[src/rtl/ccip_c0_rr_credit_arbiter.sv]
// Round-robin scheduler for the CCI-P c0 read channel. Reads are tagged with the instance ID in mdata[15:14],
// reads in flight are capped per instance, and responses are routed back to their owner by tag.
module ccip_c0_rr_credit_arbiter #(
    parameter int NUM_INSTANCES   = 2,
    parameter int ADDR_W          = 42,
    parameter int MAX_OUTSTANDING = 64,
    parameter int DATA_W          = 512
) (
    input  logic                            clk,
    input  logic                            reset,
    input  logic [NUM_INSTANCES-1:0]        req_valid,
    input  logic [NUM_INSTANCES*ADDR_W-1:0] req_addr,
    input  logic [NUM_INSTANCES*14-1:0]     req_mdata,
    output logic [NUM_INSTANCES-1:0]        req_ready,
    output logic                            tx_valid,
    output logic [ADDR_W-1:0]               tx_addr,
    output logic [15:0]                     tx_mdata,
    input  logic                            tx_almfull,
    input  logic                            rsp_valid,
    input  logic [15:0]                     rsp_mdata,
    input  logic [DATA_W-1:0]               rsp_data,
    output logic [NUM_INSTANCES-1:0]        inst_rsp_valid,
    output logic [13:0]                     inst_rsp_mdata,
    output logic [DATA_W-1:0]               inst_rsp_data,
    output logic [NUM_INSTANCES*11-1:0]     outstanding,
    output logic [NUM_INSTANCES-1:0]        err_unexpected,
    output logic                            idle
);

    if (NUM_INSTANCES < 1 || NUM_INSTANCES > 4) begin : g_bad_num_instances
        $error("NUM_INSTANCES must be 1..4 to fit the 2-bit tag");
    end
    if (MAX_OUTSTANDING < 1 || MAX_OUTSTANDING > 1024) begin : g_bad_max_outstanding
        $error("MAX_OUTSTANDING must be 1..1024 to fit the 11-bit counters");
    end

    localparam logic [10:0] MAX_CNT  = 11'(MAX_OUTSTANDING);
    localparam logic [1:0]  LAST_RST = 2'(NUM_INSTANCES - 1);

    logic                     tx_valid_q, tx_valid_d;
    logic [ADDR_W-1:0]        tx_addr_q, tx_addr_d;
    logic [15:0]              tx_mdata_q, tx_mdata_d;
    logic [1:0]               last_q, last_d;
    logic [10:0]              cnt_q [NUM_INSTANCES];
    logic [10:0]              cnt_d [NUM_INSTANCES];
    logic [NUM_INSTANCES-1:0] err_q, err_d;
    logic [NUM_INSTANCES-1:0] rsp_valid_q, rsp_valid_d;
    logic [13:0]              rsp_mdata_q, rsp_mdata_d;
    logic [DATA_W-1:0]        rsp_data_q, rsp_data_d;
    logic                     idle_q, idle_d;

    logic [3:0]               elig;
    logic                     grant_found;
    logic [1:0]               grant_idx;
    logic                     issue;
    logic [ADDR_W-1:0]        sel_addr;
    logic [13:0]              sel_mdata;
    logic [1:0]               rsp_tag;
    logic                     rsp_hit;

    // Eligibility is padded to four bits so the scan can always index it with a 2-bit pointer.
    always_comb begin
        elig = '0;
        for (int i = 0; i < NUM_INSTANCES; i++) begin
            elig[i] = req_valid[i] && (cnt_q[i] < MAX_CNT);
        end
    end

    always_comb begin
        grant_found = 1'b0;
        grant_idx   = '0;
        for (int k = 1; k <= NUM_INSTANCES; k++) begin
            if (!grant_found && elig[2'((int'(last_q) + k) % NUM_INSTANCES)]) begin
                grant_found = 1'b1;
                grant_idx   = 2'((int'(last_q) + k) % NUM_INSTANCES);
            end
        end
    end

    // Handshake: a request transfers on the cycle req_valid[i] && req_ready[i]. At most one ready bit is high,
    // and it only rises for an instance that is already valid, so a grant is always an issue.
    assign issue = grant_found && !tx_almfull && !reset;

    always_comb begin
        req_ready = '0;
        for (int i = 0; i < NUM_INSTANCES; i++) begin
            req_ready[i] = issue && (grant_idx == 2'(i));
        end
    end

    always_comb begin
        sel_addr  = '0;
        sel_mdata = '0;
        for (int i = 0; i < NUM_INSTANCES; i++) begin
            if (grant_idx == 2'(i)) begin
                sel_addr  = req_addr[i*ADDR_W +: ADDR_W];
                sel_mdata = req_mdata[i*14 +: 14];
            end
        end
    end

    always_comb begin
        tx_valid_d = issue;
        tx_addr_d  = issue ? sel_addr : tx_addr_q;
        tx_mdata_d = issue ? {grant_idx, sel_mdata} : tx_mdata_q;
        last_d     = issue ? grant_idx : last_q;
    end

    // Tags beyond the instance count are dropped without touching any counter.
    assign rsp_tag = rsp_mdata[15:14];
    assign rsp_hit = rsp_valid && !reset && (int'(rsp_tag) < NUM_INSTANCES);

    always_comb begin
        rsp_valid_d = '0;
        rsp_mdata_d = rsp_hit ? rsp_mdata[13:0] : rsp_mdata_q;
        rsp_data_d  = rsp_hit ? rsp_data : rsp_data_q;
        err_d       = err_q;
        idle_d      = !tx_valid_d;
        for (int i = 0; i < NUM_INSTANCES; i++) begin
            cnt_d[i]       = cnt_q[i];
            rsp_valid_d[i] = rsp_hit && (rsp_tag == 2'(i));
            if (rsp_valid_d[i] && cnt_q[i] == 11'd0) begin
                err_d[i] = 1'b1;
            end
            if (req_ready[i] && !(rsp_valid_d[i] && cnt_q[i] != 11'd0)) begin
                cnt_d[i] = cnt_q[i] + 11'd1;
            end else if (!req_ready[i] && rsp_valid_d[i] && cnt_q[i] != 11'd0) begin
                cnt_d[i] = cnt_q[i] - 11'd1;
            end
            if (cnt_d[i] != 11'd0) begin
                idle_d = 1'b0;
            end
        end
    end

    always_ff @(posedge clk) begin
        if (reset) begin
            tx_valid_q  <= 1'b0;
            tx_addr_q   <= '0;
            tx_mdata_q  <= '0;
            last_q      <= LAST_RST;
            err_q       <= '0;
            rsp_valid_q <= '0;
            rsp_mdata_q <= '0;
            rsp_data_q  <= '0;
            // Reset leaves nothing in flight, so idle already holds.
            idle_q      <= 1'b1;
            for (int i = 0; i < NUM_INSTANCES; i++) begin
                cnt_q[i] <= '0;
            end
        end else begin
            tx_valid_q  <= tx_valid_d;
            tx_addr_q   <= tx_addr_d;
            tx_mdata_q  <= tx_mdata_d;
            last_q      <= last_d;
            err_q       <= err_d;
            rsp_valid_q <= rsp_valid_d;
            rsp_mdata_q <= rsp_mdata_d;
            rsp_data_q  <= rsp_data_d;
            idle_q      <= idle_d;
            for (int i = 0; i < NUM_INSTANCES; i++) begin
                cnt_q[i] <= cnt_d[i];
            end
        end
    end

    always_comb begin
        outstanding = '0;
        for (int i = 0; i < NUM_INSTANCES; i++) begin
            outstanding[i*11 +: 11] = cnt_q[i];
        end
    end

    assign tx_valid       = tx_valid_q;
    assign tx_addr        = tx_addr_q;
    assign tx_mdata       = tx_mdata_q;
    assign inst_rsp_valid = rsp_valid_q;
    assign inst_rsp_mdata = rsp_mdata_q;
    assign inst_rsp_data  = rsp_data_q;
    assign err_unexpected = err_q;
    assign idle           = idle_q;

endmodule

[config.mk]
export PLATFORM = sky130hd
export DESIGN_NAME = ccip_c0_rr_credit_arbiter
export DESIGN_NICKNAME = d
export VERILOG_FILES = /design/src/rtl/ccip_c0_rr_credit_arbiter.sv
export SDC_FILE = /design/constraint.sdc
export NUM_CORES = 1
export LEC_CHECK = 0
export CAP_MARGIN = 20
export CORE_AREA = 8 8 482 484
export DETAILED_ROUTE_END_ITERATION = 10
export DIE_AREA = 0 0 490 492
export GPL_TIMING_DRIVEN = 0
export PLACE_DENSITY = 0.4
export SYNTH_ARGS = -nofsm -noshare
export SYNTH_HDL_FRONTEND = slang
export SYNTH_SLANG_ARGS = --single-unit
[constraint.sdc]
create_clock -name clk -period 3.3 [get_ports clk]
set_input_delay 0.66 -clock clk [delete_from_list [all_inputs] [get_ports clk]]
set_output_delay 0.66 -clock clk [all_outputs]
set_load 0.05 [all_outputs]
---- Word-level counts from Yosys, hierarchy flattened ----
Memories as Yosys holds them, arrays and structs flattened.
Index checks and enable logic that the tools add are counted.
storage, ports and cells
  ROM bits ................................ 0
  memories kept ........................... 1
  RAM bits ................................ 22
  word-level logic and storage cells ...... 90
  output and inout bits ................... 614
  input port bits ......................... 646
  register bits after elaboration ......... 591
  bits in latches ......................... 0
memory list
  name   depth  width  read ports  clocked after Yosys merged registers in  wr ports  RTL line  text
  cnt_q  2      11     2           0                                        2         44        logic [10:0] cnt_q [NUM_INSTANCES];
cells by class
  $lt $le $gt $ge ......................... 5
  muxes and demuxes ....................... 25
  add/subtract/negate cells ............... 6
  div/mod/pow operators ................... 0
  reduce and logical (&&, ||, !) cells .... 37
  multiply operators ...................... 0
  equality and inequality tests ........... 2
  bitwise gates (word level) .............. 4
  shifts and indexed selects .............. 0
operators by type and width
  kind                     number
  $mux W42                 2
  $mux W11                 6
  $reduce_bool A11 Y1      4
  $mux W14                 2
  $add A11 B1 Y11 const B  2
  $logic_not A11 Y1        2
  $lt A11 B7 Y1 const B    2
  $sub A11 B1 Y11 const B  2
  $logic_and A1 B1 Y1      21
  $mux W1                  11
  $logic_not A1 Y1         8
  $lt A2 B4 Y1 const B     2
  $bmux W1 S2              2
  $eq A2 B1 Y1 const B     2
  $logic_not A2 Y1         2
  $mux W2                  2
  $add A1 B1 Y1 const B    2
  $and A1 B1 Y1 const A    2
  $lt A2 B2 Y1 const B     1
  $or A1 B1 Y1             2

---- Longest topological paths before layout ----
Gate-level depths: netlist of the first run.
An unclocked memory read counts as a cell.
  depth after elaboration ................. 21
  depth in mapped cells ................... 10
  depth with buffers taken out ............ 9

---- Worst setup path after synthesis of the first run ----
OpenSTA, ideal clock, no wires.
  kind .................................... input to output
  start ................................... input reset
  end ..................................... output req_ready[1]
  path slack .............................. 0 ps
  data arrival time ....................... 2640 ps
  cell stages on the path ................. 6
  cells stage by stage .................... clkbuf_1 -> nor4b_1 -> o311ai_4 -> inv_2 -> clkbuf_1 -> clkbuf_1
on the way
  cells in the longest elaborated chain, start to end .. 3
RTL lines
  item                 RTL line  text
  from (decl)          10        input logic reset,
  $logic_not A1 Y1     82        assign issue = grant_found && !tx_almfull && !reset;
  $logic_and A1 B1 Y1  82
  $logic_and A1 B1 Y1  87        req_ready[i] = issue && (grant_idx == 2'(i));
  to (decl)            14        output logic [NUM_INSTANCES-1:0] req_ready,
Every way passes these cells.

---- Worst setup path in the final report of the first run ----
Ends and elaborated chain as after synthesis.

==> flow_summary.toml, run 1 <==
[cts]
htreeDepth = 3
holdBufCountCts = 0
clockBufferDepth = 3
cts_tree = "done"
insertion_delay_ns = 0.68
path_clk_slew_ns = 0.05
cts_sinks = 612
cts-root-buf = "clkbuf_16"
cts_made_buffers = 83

[floorplanning]
io_pins = 1260
die_w_um = 490
rows = 174
die_y_um = 492
core_area_um2 = 224000
start_util_pct = 9.71
die_area_um2 = 241000

[synthesis]
syn_inst = 2757
synth_seq_cells = 612
syn_avg_cell_area_um2 = 7.89
synth.yosys.seq_area_share_pct = 56.3
async_flop_share_pct = 0
ys_types = 58
synth_nets = 3407
synth-edff-count = 0
ys_warn_count = 0
syn_area_um2 = 21800
synthFlopType = "dfxtp_1"

[timing]
rsz0062_at_grt = "yes"
drv_slew = 0
tns_ns = 0
setup_slack_ns = 0.0696
slew_headroom_pct = 26.7
tightest_slew_ns = 1.10
finalSetupViolCount = 0
skew_ns = 0.0168
fin_crit_ns = 3.23
hold_violations = 0
timing.fmax_mhz = 310
fin_crit_sh_pct = 97.9

[pwr]
p_leak_nw = 13.9
power_density_nw_per_um2 = 527
vdd_drop_max_mv = 0.375
power_mw = 21.7

[route]
wl_um = 201000
postRouteAntennaNets = 0
num_vias = 26000
wl_per_cell_um = 28.0
drt_pass1_iterations = 6
drtIter0Drc = 1740
vias_per_cell = 3.62
drc = 0

[critical_path]
crit_arrival_ns = 2.57
cp_cell_sequence = "clkdlybuf4s50_1, buf_4, nor4b_4, o311ai_4, inv_4, clkbuf_16, clkbuf_16, buf_6"
path_class = "primary input to primary output"
worstSetupStartpointType = "primary input"
critPathCaptureType = "primary output"
cpMostUsedCell = "clkbuf_16"
required_ns = 2.64
path_max_fanout = 10
crit_slowest_cell = "clkdlybuf4s50_1"
slowest_delay_ns = 0.43

[global_route]
overflow = 0
grt_max_degree = 12
grt.total_usage_pct = 15.9
grt_pass1_wl_um = 260000
antenna_found_initial = 120
grt_pass1_vias = 25800

[worst_hold_path]
min_path_type = "flip-flop to flip-flop"

[finish]
nFillCells = 25300
final_cell_mix = "1,255 x clkdlybuf4s50_1, 1,121 x nand2_1, 609 x dfxtp_1"
area_growth_pct = 89.5
drive_above_1_share_pct = 4.34
layout_commonest_cell = "clkdlybuf4s50_1"
fin_nets = 4762

[place]
place_ws_ns = -2.55
port_buffers = 1258
gp_congestion = 0.932
dp_hpwl_um = 174000

[outcome]
outcome = "finished clean"

[flow_run]
maxCapViolCount = 0
-- stage by stage --
step	instances	hold WS [ns]	util, %	instance area, um^2
after floorplan	2757	0.515	-	21800
after global placement	7007	0.439	17.0	38100
after detailed placement	7011	0.444	17.0	38200
after CTS	7159	0.384	18.4	41100
after global routing	7169	0.425	18.4	41200
final	7183	0.451	18.4	41200
-- cells in the mapped netlist, types with 4 or more instances --
library cell / count / area, um^2
nand4_1: 6 / 37.5
nor3_1: 6 / 30.0
nand2_1: 1121 / 4210
ha_1: 4 / 50.1
or3_1: 9 / 56.3
buf_1: 15 / 56.3
nand3_1: 9 / 45.0
o21ai_0: 8 / 40.0
inv_1: 9 / 33.8
nor2_1: 34 / 128
clkbuf_1: 191 / 717
dfxtp_1: 612 / 12300
nor2b_1: 5 / 31.3
a22oi_1: 57 / 428
nor4_1: 6 / 37.5
xnor2_1: 8 / 70.1
xor2_1: 6 / 52.6
a211oi_1: 5 / 37.5
a21oi_1: 589 / 2950
-- metal layers --
layer  vias to the layer above  track usage, %  share of wire [%]  wire [um]
met5                         -               0               0.35        698
met4                       108            2.28                1.5       2990
met3                       280            8.68                 13      26200
met2                      1312            23.9                 42      84600
met1                     12500            20.3                 43      86600
li1                      11800               -                  -          -
-- registers in the layout (all words and copies together), names as in the netlist --
| name | flops |
|---|---|
| last_q | 1 |
| cnt_q | 22 |
| tx_valid | 1 |
| tx_mdata | 15 |
| idle | 1 |
| inst_rsp_mdata | 14 |
| inst_rsp_data | 512 |
| inst_rsp_valid | 2 |
| err_unexpected | 2 |
| tx_addr | 42 |
-- cell families after synthesis --
logic type                 count (synthesis)  share of synthesized area, %
buffers and inverters                    219                          3.80
adders and majority gates                  4                         0.230
and+or+nand+nor                         1227                          22.2
xor gates and xnor gates                  14                         0.564
DFF                                      612                          56.3
muxes                                      3                         0.138
AOI/OAI and AO/OA                        677                          16.7
other                                      1                        0.0172
-- path summary, 6_finish.rpt --
kind	start	end	slack (ns)	depth (start not counted)
min	inst_rsp_data[409]	inst_rsp_data[409]	0.45	2
min reg2reg	inst_rsp_data[409]	inst_rsp_data[409]	0.45	2
max	reset	req_ready[1]	0.07	8
max reg2reg	cnt_q[0][18]	idle	0.23	7
-- area by class of cell --
cell class / count / area [um^2] / share of cell area (%)
Inverter: 11 / 43.8 / 0.106
Clock buffer: 118 / 2380 / 5.78
Sequential cell: 612 / 12300 / 29.7
Clock inverter: 27 / 419 / 1.02
Antenna cell: 19 / 47.5 / 0.115
Multi-Input combinational cell: 1926 / 8740 / 21.2
Tap cell: 2992 / 3740 / 9.08
Timing Repair Buffer: 1270 / 12700 / 30.9
Buffer: 208 / 858 / 2.08
-- power by group --
| group | leakage (nW) | total (mW) | switching (mW) | internal (mW) |
|---|---|---|---|---|
| Clock | 1.37 | 9.53 | 3.82 | 5.72 |
| Sequential | 5.00 | 7.97 | 0.236 | 7.73 |
| Combinational | 7.52 | 4.23 | 2.70 | 1.54 |
| Total | 13.9 | 21.7 | 6.75 | 15.0 |
-- critical path, delay by kind of cell --
| kind | cells | cell delay (ns) |
|---|---|---|
| buffers and inverters | 6 | 1.33 |
| AND/OR/NAND/NOR | 1 | 0.36 |
| AO/OA/AOI/OAI | 1 | 0.19 |
-- what timing repair did --
item | 4_1_cts | 5_1_grt
resized for setup | 49 | 9
buffers inserted | 3 | 4
endpoints found under the setup margin | 238 | 34
pin swaps | 3 | 1
Power figures use the tool's default switching activity.
==> run 2: changes to the inputs <==
- clock period: 3.3 -> 3 ns (I/O delays scaled with it)
==> run 2 against run 1 <==
Compared with the run above:
- the flow now finishes with violations (setup timing)
- worst hold slack improved by 0.00090 ns
- first-iteration DRC count increased by 16%
- total power increased by 10%
- non-clock buffer count increased by 12
- largest cell class unchanged
==> flow_summary.toml, run 2 (synthesis gave the netlist of run 1 again) <==
[outcome]
outcome = "finished, violations left"
violations = "setup timing"

[finish]
post-route-util_pct = 18.5
drive_above_1_share_pct = 5.18
area_growth_pct = 90.6
nFillCells = 25100
fin_nets = 4774
final_cell_mix = "1,253 x clkdlybuf4s50_1, 1,121 x nand2_1, 603 x dfxtp_1"
fin_cells = 7192
largest_register_ffs = 512
layout_commonest_cell = "clkdlybuf4s50_1"

[timing]
timing.fmax_mhz = 328
hold_violations = 0
fin_crit_sh_pct = 102
slew_headroom_pct = 27.0
holdWs_ns = 0.452
drv_slew = 0
setup_slack_ns = -0.0484
fin_crit_ns = 3.05
rsz0062_at_grt = "yes"
skew_ns = 0.0334
finalSetupViolCount = 3
tightest_slew_ns = 1.10

[floorplanning]
die_w_um = 490
rows = 174
io_pins = 1260
die_y_um = 492
die_area_um2 = 241000
core_area_um2 = 224000
start_util_pct = 9.71

[critical_path]
crit_arrival_ns = 2.45
crit_start = "req_valid[0]"
path_class = "primary input to primary output"
worstSetupStartpointType = "primary input"
regToRegStartpoint = "cnt_q[0][8]"
critPathCaptureType = "primary output"
path_max_fanout = 8
required_ns = 2.40

[route]
wl_um = 201000
vias_per_cell = 3.61
drc = 0
postRouteAntennaNets = 0
drt_pass1_iterations = 5
num_vias = 25900
drtIter0Drc = 2021
wl_per_cell_um = 27.9

[cts]
cts_tree = "done"
cts-root-buf = "clkbuf_16"
holdBufCountCts = 0
cts_sinks = 612
htreeDepth = 3
path_clk_slew_ns = 0.05
insertion_delay_ns = 0.69
clockBufferDepth = 3
cts_made_buffers = 83

[global_route]
grt_pass1_vias = 25700
overflow = 0
grt_max_degree = 13
grt_pass1_wl_um = 259000
antenna_found_initial = 94
grt.total_usage_pct = 15.8

[place]
dp_cells = 7014
gp_congestion = 0.933
port_buffers = 1258
dp_hpwl_um = 174000

[flow_run]
maxCapViolCount = 0

[worst_hold_path]
hold_start = "inst_rsp_data[147]"
min_path_type = "flip-flop to flip-flop"

[pwr]
power_mw = 24.0
p_leak_nw = 14.0
power_density_nw_per_um2 = 578
vdd_drop_max_mv = 0.403
run 2: critical path: stages:
cell	delay [ns]
clkdlybuf4s50_1	0.52
or3b_4	0.41
o311ai_4	0.34
inv_4	0.07
clkbuf_16	0.16
clkbuf_16	0.16
buf_12	0.15
run 2: final timing paths:
path	end	slack, ns	cells after the start
hold reg to reg	inst_rsp_data[147]	0.45	2
setup reg to reg	tx_mdata[9]	0.07	9
setup / recovery	req_ready[1]	-0.05	7
hold / removal	inst_rsp_data[147]	0.45	2
run 2: area by class of cell:
type,count,area [um^2],share of cell area [%]
repair buffers,1283,12900,31.0
flip-flops and latches,612,12300,29.6
multi-input cells,1926,8790,21.2
well taps,2992,3740,9.03
clock buffers,115,2390,5.76
plain buffers,207,876,2.11
clock inverters,33,453,1.09
inverters,11,43.8,0.106
diodes,13,32.5,0.0784
run 2: power by group:
| group | switching, mW | internal [mW] | total (mW) |
|---|---|---|---|
| Combinational | 3.02 | 1.71 | 4.73 |
| Sequential | 0.273 | 8.51 | 8.78 |
| Clock | 4.25 | 6.20 | 10.5 |
| Total | 7.54 | 16.4 | 24.0 |
run 2: timing repair:
action | in CTS | in global routing
endpoints found under the setup margin | 264 | 39
gates resized for setup | 61 | 17
setup buffers | 7 | 11
hold endpoints to repair | 0 | 0
pin swaps | 5 | 7
cloned | 0 | 0
run 2: through the flow:
| stage | TNS, ns | cell area, um^2 | setup slack [ns] |
|---|---|---|---|
| global route | -0.171 | 41400 | -0.150 |
| floorplan | 0 | 21800 | 0.0775 |
| CTS | -0.340 | 41300 | -0.185 |
| global placement | -988.09 | 38100 | -3.01 |
| detailed placement | -425.98 | 38200 | -2.75 |
| finish | -0.110 | 41500 | -0.0484 |
run 2: metal layers:
layer / part of all wire, % / GRT usage (%) / vias up
met5: 0.20 / 0 / -
met1: 43 / 19.9 / 12500
met4: 1.3 / 2.09 / 64
met3: 13 / 8.87 / 203
met2: 42 / 24.2 / 1360
li1: - / - / 11800
